[src/rtl/stage_if.sv]
// stage_if: instruction fetch stage with IF/ID register, one-entry skid buffer and delayed-branch redirect.
// Define IF_ALIGN_CHECK_EN to trap misaligned branch targets (ERR state, sticky fetch_err).
module stage_if (
    input  logic        clk,
    input  logic        rst_n,
    input  logic        stall,
    input  logic        br,
    input  logic [31:0] br_addr,
    output logic        imem_req,
    output logic [31:0] imem_addr,
    input  logic        imem_ack,
    input  logic [31:0] imem_rdata,
    output logic [31:0] pc,
    output logic [31:0] inst,
    output logic        inst_valid,
    output logic        cur_in_delay_slot,
    output logic        fetch_err
);

    typedef enum logic [1:0] {S_REQ, S_HOLD, S_ERR} state_t;

    state_t      r_state;
    state_t      w_next;

    logic [31:0] r_fetch_pc;
    logic [31:0] r_pc;
    logic [31:0] r_inst;
    logic        r_inst_valid;
    logic        r_ds;
    logic        r_br_pending;
    logic [31:0] r_br_target;
    logic [31:0] r_skid_addr;
    logic [31:0] r_skid_data;

    logic        w_live_br;
    logic        w_eff_br;
    logic [31:0] w_eff_target;
    logic        w_misalign;
    logic        w_consume;
    logic [31:0] w_word;
    logic [31:0] w_word_addr;
    logic [31:0] w_fetch_word_addr;

    // ID only drives br meaningfully for a valid, unfrozen IF/ID entry
    assign w_live_br         = r_inst_valid & ~stall & br;
    assign w_eff_br          = w_live_br | r_br_pending;
    assign w_eff_target      = r_br_pending ? r_br_target : br_addr;
    assign w_fetch_word_addr = {r_fetch_pc[31:2], 2'b00};

`ifdef IF_ALIGN_CHECK_EN
    assign w_misalign = w_eff_br & (w_eff_target[1:0] != 2'b00);
`else
    assign w_misalign = 1'b0;
`endif

    always_ff @(posedge clk or negedge rst_n) begin
        if (!rst_n) r_state <= S_REQ;
        else        r_state <= w_next;
    end

    always_comb begin
        w_next      = r_state;
        imem_req    = 1'b0;
        w_consume   = 1'b0;
        w_word      = imem_rdata;
        w_word_addr = w_fetch_word_addr;
        case (r_state)
            S_REQ: begin
                // gated so the request drops the instant reset is asserted
                imem_req = rst_n;
                if (imem_ack) begin
                    if (stall) w_next    = S_HOLD;
                    else       w_consume = 1'b1;
                end
            end
            S_HOLD: begin
                if (!stall) begin
                    w_consume   = 1'b1;
                    w_word      = r_skid_data;
                    w_word_addr = r_skid_addr;
                    w_next      = S_REQ;
                end
            end
            S_ERR:   w_next = S_ERR;
            default: w_next = S_REQ;
        endcase
        if (w_consume && w_misalign) w_next = S_ERR;
    end

    always_ff @(posedge clk or negedge rst_n) begin
        if (!rst_n) begin
            r_fetch_pc   <= 32'h0;
            r_pc         <= 32'h0;
            r_inst       <= 32'h0;
            r_inst_valid <= 1'b0;
            r_ds         <= 1'b0;
            r_br_pending <= 1'b0;
            r_br_target  <= 32'h0;
            r_skid_addr  <= 32'h0;
            r_skid_data  <= 32'h0;
        end else begin
            if (r_state == S_REQ && imem_ack && stall) begin
                r_skid_addr <= w_fetch_word_addr;
                r_skid_data <= imem_rdata;
            end
            if (w_consume) begin
                r_pc         <= w_word_addr;
                r_inst       <= w_word;
                r_inst_valid <= 1'b1;
                r_ds         <= w_eff_br;
                r_br_pending <= 1'b0;
                r_fetch_pc   <= w_eff_br ? w_eff_target : r_fetch_pc + 32'd4;
            end else if (w_live_br && !r_br_pending) begin
                // remember the redirect until the delay-slot word lands
                r_br_pending <= 1'b1;
                r_br_target  <= br_addr;
            end
        end
    end

`ifdef IF_ALIGN_CHECK_EN
    logic r_fetch_err;

    always_ff @(posedge clk or negedge rst_n) begin
        if (!rst_n)                      r_fetch_err <= 1'b0;
        else if (w_consume && w_misalign) r_fetch_err <= 1'b1;
    end

    assign fetch_err = r_fetch_err;
`else
    assign fetch_err = 1'b0;
`endif

    assign imem_addr         = w_fetch_word_addr;
    assign pc                = r_pc;
    assign inst              = r_inst;
    assign inst_valid        = r_inst_valid;
    assign cur_in_delay_slot = r_ds;

endmodule

[config.mk]
export PLATFORM = sky130hd
export DESIGN_NAME = stage_if
export DESIGN_NICKNAME = d
export VERILOG_FILES = /design/src/rtl/stage_if.sv
export SDC_FILE = /design/constraint.sdc
export NUM_CORES = 1
export LEC_CHECK = 0
export ABC_AREA = 1
export BUFFER_PORTS_ARGS = -buffer_cell sky130_fd_sc_hd__buf_2
export CAP_MARGIN = 20
export CORE_ASPECT_RATIO = 0.7
export CORE_UTILIZATION = 50
export DETAILED_ROUTE_END_ITERATION = 16
export PLACE_DENSITY = 0.76
export SYNTH_ARGS = -nofsm -noshare
export SYNTH_HDL_FRONTEND = slang
export SYNTH_SLANG_ARGS = --single-unit
export TNS_END_PERCENT = 100
[constraint.sdc]
create_clock -name clk -period 1.6 [get_ports clk]
set_clock_uncertainty 0.15 [all_clocks]
set_input_delay 0.24 -clock clk [delete_from_list [all_inputs] [get_ports clk]]
set_output_delay 0.24 -clock clk [all_outputs]
set_load 0.005 [all_outputs]
==> results.yml <==
run_status:
  status: "finished with violations"
  violations: "negative setup slack"
synthesis:
  ys_top_cells_by_area: "dfrtp_1 (54%), nand2_1 (14%), o21ai_0 (8.2%), a21oi_1 (5.7%), inv_1 (3.5%)"
  synth_top_area_share_pct: 53.9
  synthCells: 1066
  syn_area_sq_um: 8770
  synth_top_cell_by_area: "dfrtp_1"
  ys_async_sr_fraction_pct: 100
  syn-mean-instance-area_sq_um: 8.23
  ys_ff_latch: 189
  synth-edff-count: 0
  yosysWarnings: 0
  synth.distinct_cells: 31
  synth_flop_cell: "dfrtp_1"
  synth-seq-area-share_pct: 53.9
clocking:
  cts_sinks: 189
  cts_root_buf: "clkbuf_16"
  htree_levels: 4
  cts_buffer_depth: 2
  tritoncts: "done"
  path_clk_slew_ns: 0.07
  cts_buffers: 17
  clk-insertion-delay-late_ns: 0.45
final_layout:
  regArea_sq_um: 4740
  area_growth_pct: 55.6
  final_cell_mix: "nand2_1 (281), dfrtp_1 (182), buf_2 (159), inv_1 (81), o21ai_1 (68)"
  fill_cells: 1006
  fin_cells: 1638
  drive_gt1_share_pct: 37.4
  final_common_cell: "nand2_1"
  diodes: 0
  multi_input_area_sq_um: 4320
  final_nets: 1464
worst_setup_path:
  critPathLaunchType: "flip-flop"
  arrival_ns: 1.40
  worst_path_largest_cell_delay_ns: 0.43
  path_cells: "buf_6 -> nor3b_4 -> buf_2"
  critPathMaxFanout: 4
  endpoint_kind: "output pin"
  critPathKind: "flip-flop to output pin"
  slowest_stage: "dfrtp_1"
  required_ns: 1.21
power_and_ir_drop:
  power_density_nw_per_um2: 1180
  power_mw: 16.1
  ir_drop_mv: 0.946
  leakage_nw: 6.78
routing:
  viasPerCell: 5.76
  route.antenna.remaining_nets: 0
  routedWlPerCell_um: 20.6
  drtIter0Drc: 1093
  drc_errors: 0
  routed_wl_um: 33800
  first_pass_iters: 5
  dr_total_vias: 9439
grt:
  grt_start_max_net_pins: 87
  grt_pass1_vias: 8307
  overflow: 0
  grt_use_total_pct: 31.6
  grt_pass1_wl_um: 44000
  antenna_found_initial: 0
sta:
  fin_crit_sh_pct: 112
  rsz0062_at_grt: "true"
  slew_viol_final: 0
  setup_viol: 115
  finalSetupTns_ns: -8.54
  worst_hold_slack_ns: 0.0440
  hold_violations: 0
  fin_ws_ns: -0.193
  finalCriticalPeriod_ns: 1.79
  fmax_ghz: 0.558
place:
  io_buffers: 161
  dp_hpwl_um: 16800
  placedCellCount: 1484
  place_ws_ns: -0.221
  place_congestion: 0.926
floorplanning:
  top_level_ports: 169
  core-area_sq_um: 17200
  die_area_sq_um: 18100
  die_w_um: 160
  core.rowCount: 40
  initial_core_util_pct: 51.1
  die_h_um: 113
job:
  cap_violations: 0
hold_path:
  min_path_type: "input port to flip-flop"
worst max-delay path, delay by kind of cell (launching register included):
kind,cells,cell delay [ns]
buf+inv,2,0.31
flops,1,0.43
simple gates,1,0.22
repair_timing:
action | in CTS | in global routing
cloned | 9 | 24
buffers inserted | 22 | 8
endpoints found under the setup margin | 122 | 192
pin swaps | 26 | 77
hold buffers | 64 | 0
hold endpoints to repair | 132 | 0
resized for setup | 108 | 252
cell usage after synthesis (2+ instances only):
master    count
inv_1        82
a32oi_1       2
a22oi_1      10
a211oi_1      6
mux2_1       16
mux2_2        7
buf_2        25
clkbuf_1     27
buf_1         2
buf_6         2
buf_4         5
nand3_1      36
nor2_2        6
o21ai_0     144
dfrtp_1     189
nor2_1       70
nor3_1        2
xor2_1        2
inv_2         2
a31oi_1       6
a21oi_1     100
nand2_1     316
state kept, by name (all words and copies together), names as in the netlist:
signal and cells:
r_br_target 30, inst_valid 1, inst 32, r_skid_data 32, r_skid_addr 30, cur_in_delay_slot 1
pc 30, r_fetch_pc 30, r_br_pending 1, r_state 2
power by group:
group / internal [mW] / switching (mW) / leakage (nW) / total, mW
registers: 5.82 / 0.900 / 2.29 / 6.72
clock network: 2.21 / 2.11 / 0.281 / 4.31
logic: 2.36 / 2.68 / 4.21 / 5.04
total: 10.4 / 5.68 / 6.78 / 16.1
cell type report:
class / count / share of cell area (%)
tap: 231 / 2.12
sequential: 189 / 34.7
clock buffer: 17 / 3.12
inverter: 84 / 2.40
multi-input combinational: 737 / 31.6
clock inverter: 15 / 1.10
timing repair buffer: 365 / 24.9
kinds of logic (layout without fill, tap and decap cells):
family,after synthesis,count (layout),synth area share (%)
other cells,1,5,0.0428
flops,189,189,53.9
mux,23,23,2.95
xor+xnor,2,2,0.200
fa+ha+maj,1,1,0.143
simple gates,435,436,19.6
buf+inv,145,481,6.95
compound gates,270,270,16.2
stage by stage:
stage | utilization, % | cell area [sq um]
3_5_place_dp | 60.8 | 10400
6_report | 79.5 | 13600
5_1_grt | 79.5 | 13600
3_3_place_gp | 60.8 | 10400
2_1_floorplan | - | 8790
4_1_cts | 72.0 | 12400
path summary, 6_finish.rpt:
kind	start	end	slack [ns]	depth (start not counted)
min in group asynchronous	rst_n	r_skid_data[16]	0.30	3
max in group asynchronous	rst_n	r_skid_data[24]	0.35	4
hold / removal	stall	r_state[0]	0.04	4
setup / recovery	r_state[0]	imem_req	-0.19	3
setup reg to reg	r_fetch_pc[3]	r_fetch_pc[16]	-0.16	8
hold reg to reg	pc[10]	pc[10]	0.32	2
layer usage:
metal | vias up | part of all wire, % | global-route usage [%]
met1 | 4566 | 40 | 46.4
met2 | 627 | 46 | 46.3
met3 | 118 | 9.9 | 6.89
met4 | 0 | 3.6 | 11.0
met5 | - | 0 | 0
li1 | 4128 | - | -
Power figures use the tool's default switching activity.
